### config.mk
export PLATFORM = sky130hd
export DESIGN_NAME = vga_timing_gen
export DESIGN_NICKNAME = d
export VERILOG_FILES = /design/src/rtl/vga_timing_pkg.sv /design/src/rtl/vga_axis_counter.sv /design/src/rtl/vga_timing_gen.sv
export SDC_FILE = /design/constraint.sdc
export NUM_CORES = 1
export LEC_CHECK = 0
export ABC_AREA = 1
export ABC_CLOCK_PERIOD_IN_PS = 1400
export CAP_MARGIN = 5
export CORE_ASPECT_RATIO = 0.6
export CORE_UTILIZATION = 47
export DETAILED_ROUTE_END_ITERATION = 10
export GPL_ROUTABILITY_DRIVEN = 0
export PLACE_DENSITY = 0.85
export SLEW_MARGIN = 20
export SYNTH_ARGS = -nofsm -noshare
export SYNTH_HDL_FRONTEND = slang
export SYNTH_SLANG_ARGS = --single-unit
### constraint.sdc
create_clock -name clk_25 -period 1.4 [get_ports clk_25]
set_clock_uncertainty 0.05 [all_clocks]
set_input_delay 0.28 -clock clk_25 [delete_from_list [all_inputs] [get_ports clk_25]]
set_output_delay 0.28 -clock clk_25 [all_outputs]
set_load 0.02 [all_outputs]
### src/rtl/vga_timing_pkg.sv
// Shared constants, phase encoding and boundary helper for the VGA raster timing block.
package vga_timing_pkg;

    localparam int CNT_W = 10;

    localparam int H_ACTIVE_D = 640;
    localparam int H_FP_D     = 16;
    localparam int H_SYNC_D   = 96;
    localparam int H_BP_D     = 48;
    localparam int V_ACTIVE_D = 480;
    localparam int V_FP_D     = 10;
    localparam int V_SYNC_D   = 2;
    localparam int V_BP_D     = 33;

    localparam int H_TOTAL_D = H_ACTIVE_D + H_FP_D + H_SYNC_D + H_BP_D;
    localparam int V_TOTAL_D = V_ACTIVE_D + V_FP_D + V_SYNC_D + V_BP_D;

    typedef enum logic [1:0] {
        PH_ACTIVE,
        PH_FRONT,
        PH_SYNC,
        PH_BACK
    } phase_t;

    // Last counter index belonging to the given phase.
    function automatic int phase_last(input int active, input int fp,
                                      input int sync, input int bp,
                                      input phase_t ph);
        int last;
        last = active + fp + sync + bp - 1;
        case (ph)
            PH_ACTIVE: last = active - 1;
            PH_FRONT:  last = active + fp - 1;
            PH_SYNC:   last = active + fp + sync - 1;
            default:   last = active + fp + sync + bp - 1;
        endcase
        return last;
    endfunction

endpackage

### src/rtl/vga_axis_counter.sv
// One raster axis: counter plus ACTIVE/FRONT/SYNC/BACK phase FSM.
module vga_axis_counter
    import vga_timing_pkg::*;
#(
    parameter int ACTIVE = H_ACTIVE_D,
    parameter int FP     = H_FP_D,
    parameter int SYNC   = H_SYNC_D,
    parameter int BP     = H_BP_D
) (
    input  logic             clk,
    input  logic             rst_n,
    input  logic             advance,
    output logic [CNT_W-1:0] count,
    output phase_t           phase_next,
    output logic             wrap,
    output logic             sync
);

    localparam logic [CNT_W-1:0] LAST_A =
        CNT_W'(phase_last(ACTIVE, FP, SYNC, BP, PH_ACTIVE));
    localparam logic [CNT_W-1:0] LAST_F =
        CNT_W'(phase_last(ACTIVE, FP, SYNC, BP, PH_FRONT));
    localparam logic [CNT_W-1:0] LAST_S =
        CNT_W'(phase_last(ACTIVE, FP, SYNC, BP, PH_SYNC));
    localparam logic [CNT_W-1:0] LAST_B =
        CNT_W'(phase_last(ACTIVE, FP, SYNC, BP, PH_BACK));

    phase_t           phase;
    logic [CNT_W-1:0] count_next;

    assign wrap = (count == LAST_B);
    assign sync = (phase == PH_SYNC);

    // Reset parks the axis on its final index so the first advance wraps to 0.
    always_ff @(posedge clk) begin
        if (!rst_n) begin
            count <= LAST_B;
            phase <= PH_BACK;
        end else begin
            count <= count_next;
            phase <= phase_next;
        end
    end

    always_comb begin
        count_next = count;
        phase_next = phase;
        if (advance) begin
            count_next = wrap ? '0 : count + CNT_W'(1);
            unique case (phase)
                PH_ACTIVE: if (count == LAST_A) phase_next = PH_FRONT;
                PH_FRONT:  if (count == LAST_F) phase_next = PH_SYNC;
                PH_SYNC:   if (count == LAST_S) phase_next = PH_BACK;
                PH_BACK:   if (count == LAST_B) phase_next = PH_ACTIVE;
                default:   phase_next = PH_BACK;
            endcase
        end
    end

endmodule

### src/rtl/vga_timing_gen.sv
// VGA raster timing: pixel/line counters, registered qualifiers and delayed sync pulses.
module vga_timing_gen
    import vga_timing_pkg::*;
#(
    parameter int H_ACTIVE   = H_ACTIVE_D,
    parameter int H_FP       = H_FP_D,
    parameter int H_SYNC     = H_SYNC_D,
    parameter int H_BP       = H_BP_D,
    parameter int V_ACTIVE   = V_ACTIVE_D,
    parameter int V_FP       = V_FP_D,
    parameter int V_SYNC     = V_SYNC_D,
    parameter int V_BP       = V_BP_D,
    parameter bit SYNC_POL   = 1'b0,
    parameter int SYNC_DELAY = 1
) (
    input  logic             clk_25,
    input  logic             rst_n,
    input  logic             enable,
    output logic [CNT_W-1:0] x_count,
    output logic [CNT_W-1:0] y_count,
    output logic             active_pixel,
    output logic             line_start,
    output logic             frame_start,
    output logic             hsync,
    output logic             vsync
);

    localparam bit IDLE = ~SYNC_POL;

    phase_t h_phase_next;
    phase_t v_phase_next;
    logic   h_wrap;
    logic   v_wrap;
    logic   h_sync_raw;
    logic   v_sync_raw;
    logic   h_level;
    logic   v_level;

    vga_axis_counter #(
        .ACTIVE(H_ACTIVE), .FP(H_FP), .SYNC(H_SYNC), .BP(H_BP)
    ) u_h (
        .clk        (clk_25),
        .rst_n      (rst_n),
        .advance    (enable),
        .count      (x_count),
        .phase_next (h_phase_next),
        .wrap       (h_wrap),
        .sync       (h_sync_raw)
    );

    vga_axis_counter #(
        .ACTIVE(V_ACTIVE), .FP(V_FP), .SYNC(V_SYNC), .BP(V_BP)
    ) u_v (
        .clk        (clk_25),
        .rst_n      (rst_n),
        .advance    (enable & h_wrap),
        .count      (y_count),
        .phase_next (v_phase_next),
        .wrap       (v_wrap),
        .sync       (v_sync_raw)
    );

    // Flags decode the position being entered, so they line up with the new counts.
    always_ff @(posedge clk_25) begin
        if (!rst_n) begin
            active_pixel <= 1'b0;
            line_start   <= 1'b0;
            frame_start  <= 1'b0;
        end else if (enable) begin
            active_pixel <= (h_phase_next == PH_ACTIVE) &&
                            (v_phase_next == PH_ACTIVE);
            line_start   <= h_wrap;
            frame_start  <= h_wrap && v_wrap;
        end
    end

    assign h_level = h_sync_raw ? SYNC_POL : IDLE;
    assign v_level = v_sync_raw ? SYNC_POL : IDLE;

    if (SYNC_DELAY == 0) begin : g_nodly
        assign hsync = h_level;
        assign vsync = v_level;
    end else begin : g_dly
        logic [SYNC_DELAY-1:0] h_sr;
        logic [SYNC_DELAY-1:0] v_sr;

        always_ff @(posedge clk_25) begin
            if (!rst_n) begin
                h_sr <= {SYNC_DELAY{IDLE}};
                v_sr <= {SYNC_DELAY{IDLE}};
            end else if (enable) begin
                h_sr <= (h_sr << 1) | SYNC_DELAY'(h_level);
                v_sr <= (v_sr << 1) | SYNC_DELAY'(v_level);
            end
        end

        assign hsync = h_sr[SYNC_DELAY-1];
        assign vsync = v_sr[SYNC_DELAY-1];
    end

endmodule

* Word level (Yosys, flattened, before mapping) *
Cells that the tools add are included.

operators by class
  add/subtract/negate cells = 2
  equality and inequality tests = 14
  multiplexer cells = 16
  bitwise gates (word level) = 1
  reduce and logical (&&, ||, !) cells = 6

operator list
  operator                                         number
  == test 10 bit (second input constant)           5
  == test 10 x 9 -> 1 bit (second input constant)  3
  adder 10 x 1 -> 10 bit (second input constant)   2
  two-way mux 10 bit                               2
  two-way mux 2 bit                                10
  case mux 2 bit (4 select lines)                  2
  == test 2 bit (second input constant)            4
  zero test 2 bit                                  4
  == test 2 x 1 -> 1 bit (second input constant)   2
  logical AND 1 bit                                2
  two-way mux 1 bit                                2
  bitwise AND 1 bit                                1

word-level totals
  register bits after elaboration = 29
  input bits = 3
  output and inout port bits = 25
  word-level logic and storage cells = 48

* Depth between registers and ports, before layout *
  word-level depth = 6
  mapped depth = 13
  gate-level depth less buffers = 13

* Cells and area by module *
From an unflattened synthesis, not the netlist that was laid out.

unflattened totals
  cells, all modules = 255
  area, all modules = 1709.1 um^2

by module, submodules not included
  module                   instances  cells each  area an instance (um^2)  seq. area each (um^2)
  vga_axis_counter at u_h  1          120         783.3                    240.2
  vga_axis_counter at u_v  1          112         747.0                    240.2
  vga_timing_gen           1          23          178.9                    100.1

* Worst setup path after synthesis *
OpenSTA, ideal clock, no wires.

  kind = register -> register
  from = reg u_h.count[1]
  to = reg u_v.count[5]
  library setup time = 0.120 ns
  data arrival time = 1.496 ns
  data required time = 1.230 ns
  setup slack = -0.266 ns
  cell stages (with the launch flop) = 11
  path buffers = 0
  period minus slack after synthesis = 1.666 ns
  cell sequence = dfxtp_1 ha_1 nand3_2 inv_2 nand2_4 nor2_8 nand2_1 nor2_1 nand2_1 o21bai_1 a21oi_1

between the ends
  cells in the longest elaborated chain, start to end = 2

ends and longest elaborated chain
  element                   line                    text
  start: declaration        vga_axis_counter.sv:13  output logic [CNT_W-1:0] count,
  start signal: assignment  vga_axis_counter.sv:40  count <= count_next;
  == test 10 bit            vga_axis_counter.sv:31  assign wrap = (count == LAST_B);
  bitwise AND 1 bit         vga_timing_gen.sv:56    .advance (enable & h_wrap),
  end signal: assignment    vga_axis_counter.sv:40
  end: declaration          vga_axis_counter.sv:13

Every way passes these cells.
A chain may end at the register's enable or synchronous reset.

* Worst setup path in the final report *
  from = reg u_h.count[1]
  to = reg active_pixel

between the ends
  cells in the longest elaborated chain, start to end = 6
  elaborated cells between the ends (all ways) = 15
  classes of those cells = eq/ne: 4; mux: 7; bitwise: 1; reduce/logical: 3

ends and longest elaborated chain
  element                               line                    text
  == test 10 bit (on tied branches)     --
  two-way mux 2 bit (on tied branches)  --
  case mux 2 bit (4 select lines)       vga_axis_counter.sv:50  unique case (phase)
  two-way mux 2 bit                     vga_axis_counter.sv:48  if (advance) begin
  zero test 2 bit                       vga_timing_gen.sv:70    active_pixel <= (h_phase_next == PH_ACTIVE) &&
  logical AND 1 bit *                   vga_timing_gen.sv:70
  end signal: assignment                vga_timing_gen.sv:70
  end: declaration                      vga_timing_gen.sv:21    output logic active_pixel,

Every way passes the cells marked *; elsewhere a longest branch is shown, timed or not.

==> results.md <==
Yosys:
- By count the netlist is led by nand2_1 (54), dfxtp_1 (29), nand3_1 (26), inv_1 (25), nor2_1 (22).
- For this run, the leading register cell type out of synthesis is dfxtp_1.
- The net count after synthesis is ~240.
- The proportion of register bits with asynchronous set or reset after synthesis is 0%.
- The share of the synthesized area in the top cell type is between 30% and 40%.
- Of the synthesized area, sequential elements account for between 30% and 40%.
- The dominant cell by count in the synthesized netlist is nand2_1.
- Summing every instance area after synthesis gives 0.001663 mm2.
- The mean instance size in the synthesized netlist is a little over 7 um2.
- The post-synthesis sequential element count is 29.
- The count of different cell masters after synthesis is 29.
- The cell accounting for the most synthesized area is dfxtp_1.
- The number of instances in the synthesized netlist is 235.
- Counting flops with a built-in enable in the synthesized netlist gives 0.
- The warning count from the yosys run is 0.
- Yosys attributes the largest share of cell area to dfxtp_1 (35%), nand2_1 (12%), nand3_1 (7.8%).

STA:
- Setup repair after global routing could not meet its margin everywhere.
- The max-slew violation count is 0.
- The worst path uses 115.2% of the clock period.
- The number of hold violations in the final report was 0.
- The final setup violation count is 20.
- Derived from the worst setup path, the maximum achievable clock frequency is just over 0.6 GHz.
- Measured against its own limit, the worst slew margin works out to approximately three quarters.
- Once routing completed, OpenROAD measured the worst setup slack at -0.2125 ns.
- The worst path in the final design needs a cycle of approximately 1.6 ns, including I/O delays and setup.
- At the pin with the least slew margin, the transition time is ~0.39 ns.
- Hold is met by between 0.4 and 0.5 ns.

Clocking:
- TritonCTS built the clock tree.
- The number of buffers on the longest clock path is 2.
- The number of sinks on the clock net is 29.
- The number of clock buffers added by TritonCTS is 5.
- Clock-pin slew was measured on the worst setup and hold paths at 0.06 ns.
- Clock tree synthesis selected as its root buffer the cell clkbuf_8.
- The H-tree level count is 2.
- The insertion delay to the later sink of the worst-skew pair is just under 0.3 ns.

Run status:
- The run finished, with violations left.
- The final reports fail on negative setup slack.

Floorplanning:
- The starting density of the core is between 50% and 60%.
- After floorplanning, the core was divided into 16 placement rows.
- The area of the placeable core is ~0.0033 mm2.
- In this run the count of I/O pins placed on the die edge is 28.
- The width of the die is a little under 80 um.
- The die outline area is approximately 0.0038 mm2.
- The height of the die is 48.08 um.

Power:
- The worst-case IR drop observed on VDD is ~660 uV.
- The leakage power summed over all cells is approximately 1.2 nW.
- The power per unit of standard cell area is between 1000 and 1500 mW/mm2.

GRT:
- The met3 routing resource usage after global routing is 6.476%.
- Global routing finished with a remaining overflow of 0.
- The initial antenna violation count was 0.
- The most used routing layer is met2.
- For met2 alone, demand over resource in global routing was 45.22%.
- The first-pass GRT wire length is 7548 um.
- For this run, the total global-route usage over all layers was measured as approximately 28%.
- The met1 layer usage reported by global route is 36.96%.
- The number of global-route vias before repair was between 1500 and 2000.
- The largest net degree at the start of global routing is 11.

Critical path:
- The cell with the biggest individual delay on the critical path is dfxtp_4.
- The critical path data required time is 1.58 ns.
- The signal on the critical path passes through ha_4 > nand3_4 > inv_4 > nand2_4 > nor2_8 > nand2_4 > o21ai_2 > nand2_1 > nor2_1 > nand2_1 > nand2_1.
- The critical path capture point type is a flip-flop.
- In this run the worst path has a maximum fanout of 8.
- On the worst path, the slowest cell contributes a delay of between 0.3 and 0.4 ns.
- The kind of start point of the critical path is a flip-flop.
- The data arrival time at the worst-slack endpoint is 1.80 ns.
- The critical path start-end classification is flip-flop to flip-flop.
- Counting stages on the worst path, the most repeated cell is nand2_1.
- Across all register-to-register paths, the minimum setup slack is -0.21 ns.

Final layout:
- The fraction of the core area covered by cells at the end of the flow is between 70% and 80%.
- The repair_antennas step left the layout with diodes totalling 0.
- Summing all non-filler instances in the final layout gives an area of between 0.002 and 0.003 mm2.
- In the final layout, the share of cells above drive strength 1 is between 30 and 40%.
- At the end of the flow, the number of nets in the layout was 325.
- Compared with the post-synthesis result, the final layout area differs by 53.87%.

Placement:
- The placed standard-cell area is between 0.002 and 0.0025 mm2.
- In this run the tool buffered the top-level ports with 27 buffer cells.
- The post-placement setup slack is -0.6110 ns.
- The half-perimeter wire length after detailed placement is roughly 3700 um.

Run:
- The number of maximum-capacitance constraint violations is 0.

Drt:
- The initial detailed-routing violation count is around 170.
- Dividing the detail-routed via count by the number of cells gives 5.280.
- In the routed design, unresolved DRC markers number 0.
- The routed layout has about 1900 vias.
- The number of nets with antenna violations after routing is 0.
- Before antenna repair, the detailed router went through 7 iterations.
- The final routed wire length divided by cell count is roughly 14 um.
- The overall routed net length is between 5000 and 6000 um.

Min path:
- The type of the tightest min-delay check is flip-flop to flip-flop.
==> kinds of logic after synthesis <==
| logic type | count (synthesis) | share of synthesized area [%] |
|---|---|---|
| xor+xnor | 4 | 2.107 |
| compound gates | 30 | 10.38 |
| buf+inv | 35 | 9.556 |
| fa+ha+maj | 4 | 3.010 |
| simple gates | 133 | 40.03 |
| flops | 29 | 34.91 |
==> state kept, by name (all words and copies together) (netlist names) <==
signal / cells
frame_start: 1
hsync: 1
vsync: 1
u_h.phase: 2
u_h.count: 10
active_pixel: 1
u_v.count: 10
u_v.phase: 2
line_start: 1
==> path summary, 6_finish.rpt <==
| kind | endpoint | start | cells past startpoint |
|---|---|---|---|
| min reg2reg | hsync | hsync | 2 |
| max | active_pixel | u_h.count[1] | 11 |
| min | hsync | hsync | 2 |
| max reg2reg | active_pixel | u_h.count[1] | 11 |
==> timing repair <==
action	4_1_cts	5_1_grt
setup buffers	6	6
pin swaps	9	5
endpoints found under the setup margin	50	36
hold buffers	0	0
hold endpoints to repair	0	0
gates resized for setup	49	39
==> placed cells by master (no fill, tap or decap), drive strengths merged <==
cell and instances:
dfxtp 29, clkdlybuf4s15 4, a21oi 15, nor3b 1, clkbuf 10, nor2 28
clkinv 3, o21ai 8, inv 30, nand2 62, nand4 4, xor2 4
o2111ai 1, buf 55, clkdlybuf4s50 1, o21bai 1, nand3 28, nor3 10
o211ai 3, ha 4, dlygate4sd2 16, o31ai 2
==> power by group <==
part	internal [mW]	switching (mW)	total, mW
combinational	0.502	0.673	1.18
clock	0.333	0.319	0.652
sequential	0.925	0.0968	1.02
==> worst max-delay path, delay by kind of cell (launching register included) <==
kind | cells | cell delay, ns
DFF | 1 | 0.36
buffers and inverters | 1 | 0.09
AOI/OAI and AO/OA | 1 | 0.14
and+or+nand+nor | 8 | 0.75
adders and majority gates | 1 | 0.16
==> through the flow <==
step | cells | total power [mW] | TNS [ns]
after floorplan | 235 | 1.607 | -0.07338
after global placement | 345 | 1.995 | -9.605
final | 364 | 2.849 | -1.852
after CTS | 359 | 2.724 | -1.426
after detailed placement | 345 | 2.040 | -10.87
after global routing | 364 | 2.996 | -3.655
==> layer usage <==
metal  up-vias  part of all wire, %
met4         0                  2.0
met2       103                   44
met3        17                  7.4
li1        929                    -
met5         -                    0
met1       873                   47
==> cell type report <==
cell class	instances	area, um2
sequential	29	601.8
clock buffer	5	68.82
inverter	30	120.1
fill	242	764.5
timing repair buffer	81	666.9
clock inverter	3	12.51
multi-input combinational	171	1032
tap	45	56.30
Note: power is estimated with default switching activity, not from simulation.
